## src/rtl/inst_fetch_unit.sv

```systemverilog
// Fetch stage: owns the PC, drives the instruction memory and buffers results in a 2-entry queue.
// Optional redirect alignment checking is enabled with `define INST_FETCH_ALIGN_CHECK_EN.
module inst_fetch_unit #(
  parameter logic [31:0] RESET_PC = 32'h0040_0000,
  parameter int unsigned IMEM_AW  = 11,
  parameter int unsigned QDEPTH   = 2
) (
  input  logic               clk,
  input  logic               rst_n,
  input  logic               fetch_en,
  output logic [IMEM_AW-1:0] imem_addr,
  input  logic [31:0]        imem_inst,
  input  logic               redirect_valid,
  input  logic [31:0]        redirect_pc,
  output logic               id_valid,
  input  logic               id_ready,
  output logic [31:0]        id_inst,
  output logic [31:0]        id_pc,
  output logic [31:0]        id_pc4,
  output logic               misalign_err,
  output logic [31:0]        err_pc
);

  logic [31:0] pc_q, pc_d;
  logic [1:0]  count_q, count_d;
  logic        head_q, head_d;
  logic [31:0] inst_q [2];
  logic [31:0] epc_q  [2];
  logic        pop, push, tail;

  assign imem_addr = pc_q[IMEM_AW+1:2];
  assign id_valid  = (count_q != 2'd0);
  assign pop       = id_valid & id_ready;
  assign push      = fetch_en & ~redirect_valid & ((count_q < 2'(QDEPTH)) | pop);
  // Tail slot is head when empty or full, the other slot when holding one entry.
  assign tail      = head_q ^ count_q[0];

  always_comb begin
    pc_d    = pc_q;
    count_d = count_q;
    head_d  = head_q;
    if (redirect_valid) begin
      pc_d    = {redirect_pc[31:2], 2'b00};
      count_d = 2'd0;
      head_d  = 1'b0;
    end else begin
      if (push) pc_d = pc_q + 32'd4;
      if (pop)  head_d = ~head_q;
      count_d = count_q + 2'(push) - 2'(pop);
    end
  end

  always_ff @(posedge clk or negedge rst_n) begin
    if (!rst_n) begin
      pc_q    <= RESET_PC;
      count_q <= 2'd0;
      head_q  <= 1'b0;
    end else begin
      pc_q    <= pc_d;
      count_q <= count_d;
      head_q  <= head_d;
    end
  end

  always_ff @(posedge clk or negedge rst_n) begin
    if (!rst_n) begin
      inst_q[0] <= 32'h0;
      inst_q[1] <= 32'h0;
      epc_q[0]  <= 32'h0;
      epc_q[1]  <= 32'h0;
    end else if (push) begin
      inst_q[tail] <= imem_inst;
      epc_q[tail]  <= pc_q;
    end
  end

  // Empty queue presents a NOP with zeroed PCs.
  assign id_inst = id_valid ? inst_q[head_q] : 32'h0;
  assign id_pc   = id_valid ? epc_q[head_q] : 32'h0;
  assign id_pc4  = id_valid ? epc_q[head_q] + 32'd4 : 32'h0;

`ifdef INST_FETCH_ALIGN_CHECK_EN
  logic        mis_q;
  logic [31:0] err_q;
  logic        mis_now;

  assign mis_now = redirect_valid & (redirect_pc[1:0] != 2'b00);

  always_ff @(posedge clk or negedge rst_n) begin
    if (!rst_n) begin
      mis_q <= 1'b0;
      err_q <= 32'h0;
    end else begin
      mis_q <= mis_now;
      if (mis_now) err_q <= redirect_pc;
    end
  end

  assign misalign_err = mis_q;
  assign err_pc       = err_q;
`else
  logic unused_rpc_lo;
  assign unused_rpc_lo = ^redirect_pc[1:0];
  assign misalign_err  = 1'b0;
  assign err_pc        = 32'h0;
`endif

endmodule

```

## config.mk

```make
export PLATFORM = sky130hd
export DESIGN_NAME = inst_fetch_unit
export DESIGN_NICKNAME = d
export VERILOG_FILES = /design/src/rtl/inst_fetch_unit.sv
export SDC_FILE = /design/constraint.sdc
export NUM_CORES = 1
export LEC_CHECK = 0
export CAP_MARGIN = 20
export CORE_MARGIN = 2
export CORE_UTILIZATION = 43
export DETAILED_ROUTE_END_ITERATION = 10
export GPL_TIMING_DRIVEN = 0
export HOLD_SLACK_MARGIN = 0.06
export PLACE_DENSITY_LB_ADDON = 0.05
export SLEW_MARGIN = 5
export SYNTH_ARGS = -nofsm -noshare
export SYNTH_HDL_FRONTEND = slang
export SYNTH_SLANG_ARGS = --single-unit
```

## constraint.sdc

```tcl
create_clock -name clk -period 4.4 [get_ports clk]
set_input_delay 0.44 -clock clk [delete_from_list [all_inputs] [get_ports clk]]
set_output_delay 0.44 -clock clk [all_outputs]
set_load 0.005 [all_outputs]
```

==> results of run 1 <==
[cell usage after synthesis (2+ instances only)]
cell,count
sky130_fd_sc_hd__dfrtp_1,156
sky130_fd_sc_hd__mux2_2,129
sky130_fd_sc_hd__nor2_1,93
sky130_fd_sc_hd__mux2i_1,59
sky130_fd_sc_hd__nand2_1,58
sky130_fd_sc_hd__buf_4,48
sky130_fd_sc_hd__o21ai_0,40
sky130_fd_sc_hd__clkbuf_1,31
sky130_fd_sc_hd__xnor2_1,27
sky130_fd_sc_hd__nand3_1,24
sky130_fd_sc_hd__nand4_1,14
sky130_fd_sc_hd__a31oi_1,12
sky130_fd_sc_hd__inv_1,12
sky130_fd_sc_hd__buf_2,11
sky130_fd_sc_hd__xor2_1,11
sky130_fd_sc_hd__and2_1,8
sky130_fd_sc_hd__nand3b_1,7
sky130_fd_sc_hd__o31ai_1,7
sky130_fd_sc_hd__or3_1,7
sky130_fd_sc_hd__nand4b_1,6
sky130_fd_sc_hd__nor3_1,6
sky130_fd_sc_hd__nor4_1,6
sky130_fd_sc_hd__a21oi_1,5
sky130_fd_sc_hd__a22oi_1,5
sky130_fd_sc_hd__ha_1,4
sky130_fd_sc_hd__and3_1,3
sky130_fd_sc_hd__nor4b_1,3
sky130_fd_sc_hd__o31a_1,3
sky130_fd_sc_hd__and4_1,2
sky130_fd_sc_hd__buf_1,2
sky130_fd_sc_hd__nand4_2,2
sky130_fd_sc_hd__nor2b_1,2
[worst min-delay path by stage]
stage / start / endpoint / slack, ps / depth (start not counted)
finish: inst_q[63]$_DFFE_PN0P_ / inst_q[63]$_DFFE_PN0P_ / 500 / 1
global route: inst_q[48]$_DFFE_PN0P_ / inst_q[48]$_DFFE_PN0P_ / 510 / 1
CTS: epc_q[62]$_DFFE_PN0P_ / epc_q[62]$_DFFE_PN0P_ / 510 / 1
detailed placement: rst_n / epc_q[17]$_DFFE_PN0P_ / 440 / 1
global placement: inst_q[9]$_DFFE_PN0P_ / inst_q[9]$_DFFE_PN0P_ / 490 / 1
floorplan: rst_n / count_q[0]$_DFF_PN0_ / 140 / 0
[per-stage QoR]
stage                     setup slack (ps)  instances  utilization (%)
after floorplan                       1130        864                -
after global placement               -3790       1304             54.3
after detailed placement              -590       1306             54.6
after CTS                              206       1337             57.6
after global routing                  63.3       1339             57.7
final                                  235       1339             57.7
[cell families (layout without fill, tap and decap cells)]
group	Yosys count	count (layout)	synth area share [%]
simple gates	250	250	14.1
buf+inv	106	311	6.88
mux	189	189	23.6
other cells	1	37	0.0430
compound gates	83	83	5.89
xor+xnor	38	38	3.82
flops	157	157	45.1
fa+ha+maj	4	4	0.574
[power by group through the flow]
stage	Combinational [uW]	Clock [uW]	Sequential (uW)
floorplan	1910	0	2390
global placement	3140	0	2540
detailed placement	3170	0	2550
CTS	3200	1510	2530
global route	3450	1580	2620
finish	3170	1470	2530
[timing repair]
item | in CTS | in global routing
endpoints found under the setup margin | 11 | 2
pin swaps | 0 | 1
hold buffers | 1 | 0
endpoints found under the hold margin | 68 | 0
gates resized for setup | 7 | 0
buffers inserted | 0 | 2
[final cells by class]
cell class	count	area, um2	area share (%)
well taps	270	338	2.92
plain buffers	91	552	4.77
clock inverters	14	158	1.36
clock buffers	18	429	3.71
repair buffers	175	1770	15.3
multi-input cells	601	4340	37.5
flip-flops and latches	157	3930	34.0
inverters	13	48.8	0.422
[sequential cells by signal, summed over array words and instances (netlist names)]
signal	flops
pc_q	30
head_q	1
inst_q	64
epc_q	60
count_q	2
[layer usage]
layer | track usage [%] | vias to the layer above
met5 | 0 | -
met4 | 5.97 | 0
met3 | 6.16 | 23
met2 | 36.1 | 189
met1 | 30.4 | 3360
li1 | - | 3301
==> implementation parameters, run 1 <==
Parameter                              Value

Floorplan
  Row Count ... 52
  Chip Height ... 146 um
  Die Footprint ... 21400 um2
  Chip width ... 146 um
  Core Box Area ... 20000 um2
  Effective utilization at floorplan ... 43.5%
  I/O pins ... 210

STA
  Count of endpoints failing hold in the final timing report ... 0
  Sum of negative setup slack ... 0 ps
  Max Fclk ... 240 MHz
  Worst-case hold slack ... 502 ps
  Max Transition Viols Final ... 0
  Max Clock Skew ... 14.7 ps
  RSZ-0062 raised after global routing ... no
  Worst-margin pin slew ... 808 ps
  Worst slew margin relative to its limit ... 46.1%
  Period utilization ... 94.6%
  Total setup violations reported at the end of the flow ... 0
  Time the worst path needs with I/O delays and setup ... 4160 ps

GRT
  Antenna violations before repair ... 1
  Final global-route overflow total ... 0
  Global-route wire length before repair ... 37600 um
  Vias in the first global route ... 6791
  Global Route Usage Sum ... 22.5%
  Pin count of the biggest net entering global routing ... 89

Clock tree
  H-tree lvl count ... 4
  CTS tree ... done
  Later-pin clock latency in the skew report ... 420 ps
  Master cell of the clock root buffer ... sky130_fd_sc_hd__clkbuf_16
  Clk sinks ... 157
  Clock buffer depth ... 2
  Clock-pin slew on the worst setup and hold paths ... 60 ps
  Clock buffer count from CTS ... 17

Setup path
  Cell count along the critical path ... 11
  Crit path kind ... flip-flop to output pin
  Minimum setup slack among reg-to-reg paths ... 1600 ps
  Critical path buffers and inverters ... 5
  Worst endpoint required time ... 3960 ps
  Biggest fanout along the worst timing path ... 19
  Critical Path Sink ... id_pc4[24]
  Critical path's slowest cell ... sky130_fd_sc_hd__clkdlybuf4s50_1
  Type of destination of the critical path ... output pin
  Endpoint of the most critical register-to-register path ... epc_q[54]$_DFFE_PN0P_
  Worst R2R Path Depth ... 7
  Launch instance of the worst register-to-register path ... head_q$_DFFE_PN0P_
  Crit path cell chain ... buf_6 -> buf_8 -> mux2_2 -> ha_1 -> inv_1 -> a211oi_4 -> nand3_1 -> clkbuf_2 -> o31a_1 -> nor3_2 -> clkdlybuf4s50_1
  Endpoint arrival time on the critical path ... 3720 ps
  Launching element of the worst setup path ... head_q$_DFFE_PN0P_
  Family with the most delay on the worst path ... buffers and inverters
  Max incr delay on CP ... 550 ps
  Kind of start point of the critical path ... flip-flop

Placed design
  Buffers on Ports ... 170
  Dpl cell area ... 10900 um2
  RePlAce Congestion ... 0.834
  DP HPWL ... 17500 um

Synthesis
  Biggest area consumer among synthesized cells ... sky130_fd_sc_hd__dfrtp_1
  Unique cell type count in the Yosys netlist ... 57
  Number of enable-type register cells in the synthesized netlist ... 0
  YS warnings ... 0
  Leading cell types by total area after synthesis ... sky130_fd_sc_hd__dfrtp_1 (45%), sky130_fd_sc_hd__mux2_2 (17%), sky130_fd_sc_hd__mux2i_1 (6.8%), sky130_fd_sc_hd__buf_4 (4.1%), sky130_fd_sc_hd__nor2_1 (4.0%)
  Synthesized area ... 8710 um2
  Proportion of synthesized flip-flops having asynchronous set or reset ... 100%
  Flip-flop and latch count after synthesis ... 157
  Mean instance size in the synthesized netlist ... 10.5 um2
  Number of instances in the synthesized netlist ... 828
  Top cell type's share of synthesized area ... 44.8%
  Seq/Total Area, Yosys ... 45.1%
  Predominant post-synthesis flop cell ... sky130_fd_sc_hd__dfrtp_1

Power and ir drop
  Share of total power in the clock network ... 20.6%
  Net Switching ... 2520 uW
  Sw frac ... 35.1%
  Share of total power in sequential cells ... 35.3%
  Maximum vdd drop ... 0.384 mV
  Logic gate share of total power ... 44.2%
  Overall Power ... 7170 uW
  Cell area power density ... 620 nW/um2
  Internal power ... 4660 uW
  Reported leakage power ... 0.00465 uW

Route
  Per-cell via count in the routed design ... 5.13
  Routed length per instance ... 17.8 um
  Count of antenna-violating nets left after detailed routing ... 0
  Router iterations before antenna repair ... 6
  First DRT Iteration DRCs ... 274
  Top Layer Used ... met4
  Met2 WL ... 11200 um
  Met1 Wirelength ... 10800 um
  Aggregate routed wire length ... 23800 um
  Total via count after detailed routing ... 6873
  DRC ... 0
  Met3 WL ... 1370 um

Cells and area
  Number of antenna repair diodes ... 0
  Area added between synthesis and finish ... 32.7%
  FILL cells ... 1796
  Layout cell share with drive strength beyond 1 ... 21.8%
  Number of nets in the finished design ... 1129
  Final instance area ... 11600 um2
  Top library cells by usage in the layout, fill and taps aside ... sky130_fd_sc_hd__clkdlybuf4s50_1 (169), sky130_fd_sc_hd__dfrtp_1 (156), sky130_fd_sc_hd__mux2_2 (129), sky130_fd_sc_hd__nor2_1 (93), sky130_fd_sc_hd__mux2i_1 (59)
  Most common cell after layout, fill and taps aside ... sky130_fd_sc_hd__clkdlybuf4s50_1

Min path
  Min-Delay Path Class ... flip-flop to flip-flop

Flow run
  Count of max-cap constraint violations ... 0

Status
  Result of the run ... completed
Note: power is estimated with default switching activity, not from simulation.
==> inputs of run 2 (changes only) <==
==> constraint.sdc (replaced) <==
create_clock -name clk -period 4.4 [get_ports clk]
set_input_delay 0.44 -clock clk [delete_from_list [all_inputs] [get_ports clk]]
set_output_delay 0.44 -clock clk [all_outputs]
set_load 0.01 [all_outputs]
==> results of run 2 <==
The final DEF is identical to that of run 1. Status: completed.
Main changes from that run: setup slack after placement -590 ps -> -626 ps; setup slack after layout 235 ps -> 200 ps; total power 7170 uW -> 7330 uW; worst IR drop on VDD 0.384 mV -> 0.391 mV
==> inputs of run 3 (changes only) <==
--- a/config.mk
+++ b/config.mk
@@ -16,3 +16,4 @@
 export SYNTH_ARGS = -nofsm -noshare
 export SYNTH_HDL_FRONTEND = slang
 export SYNTH_SLANG_ARGS = --single-unit
+export TNS_END_PERCENT = 5
==> results of run 3 <==
The final DEF is identical to that of run 1. Status: completed.
Main changes from that run: setup slack after placement -590 ps -> -626 ps; setup slack after layout 235 ps -> 200 ps; total power 7170 uW -> 7330 uW; worst IR drop on VDD 0.384 mV -> 0.391 mV
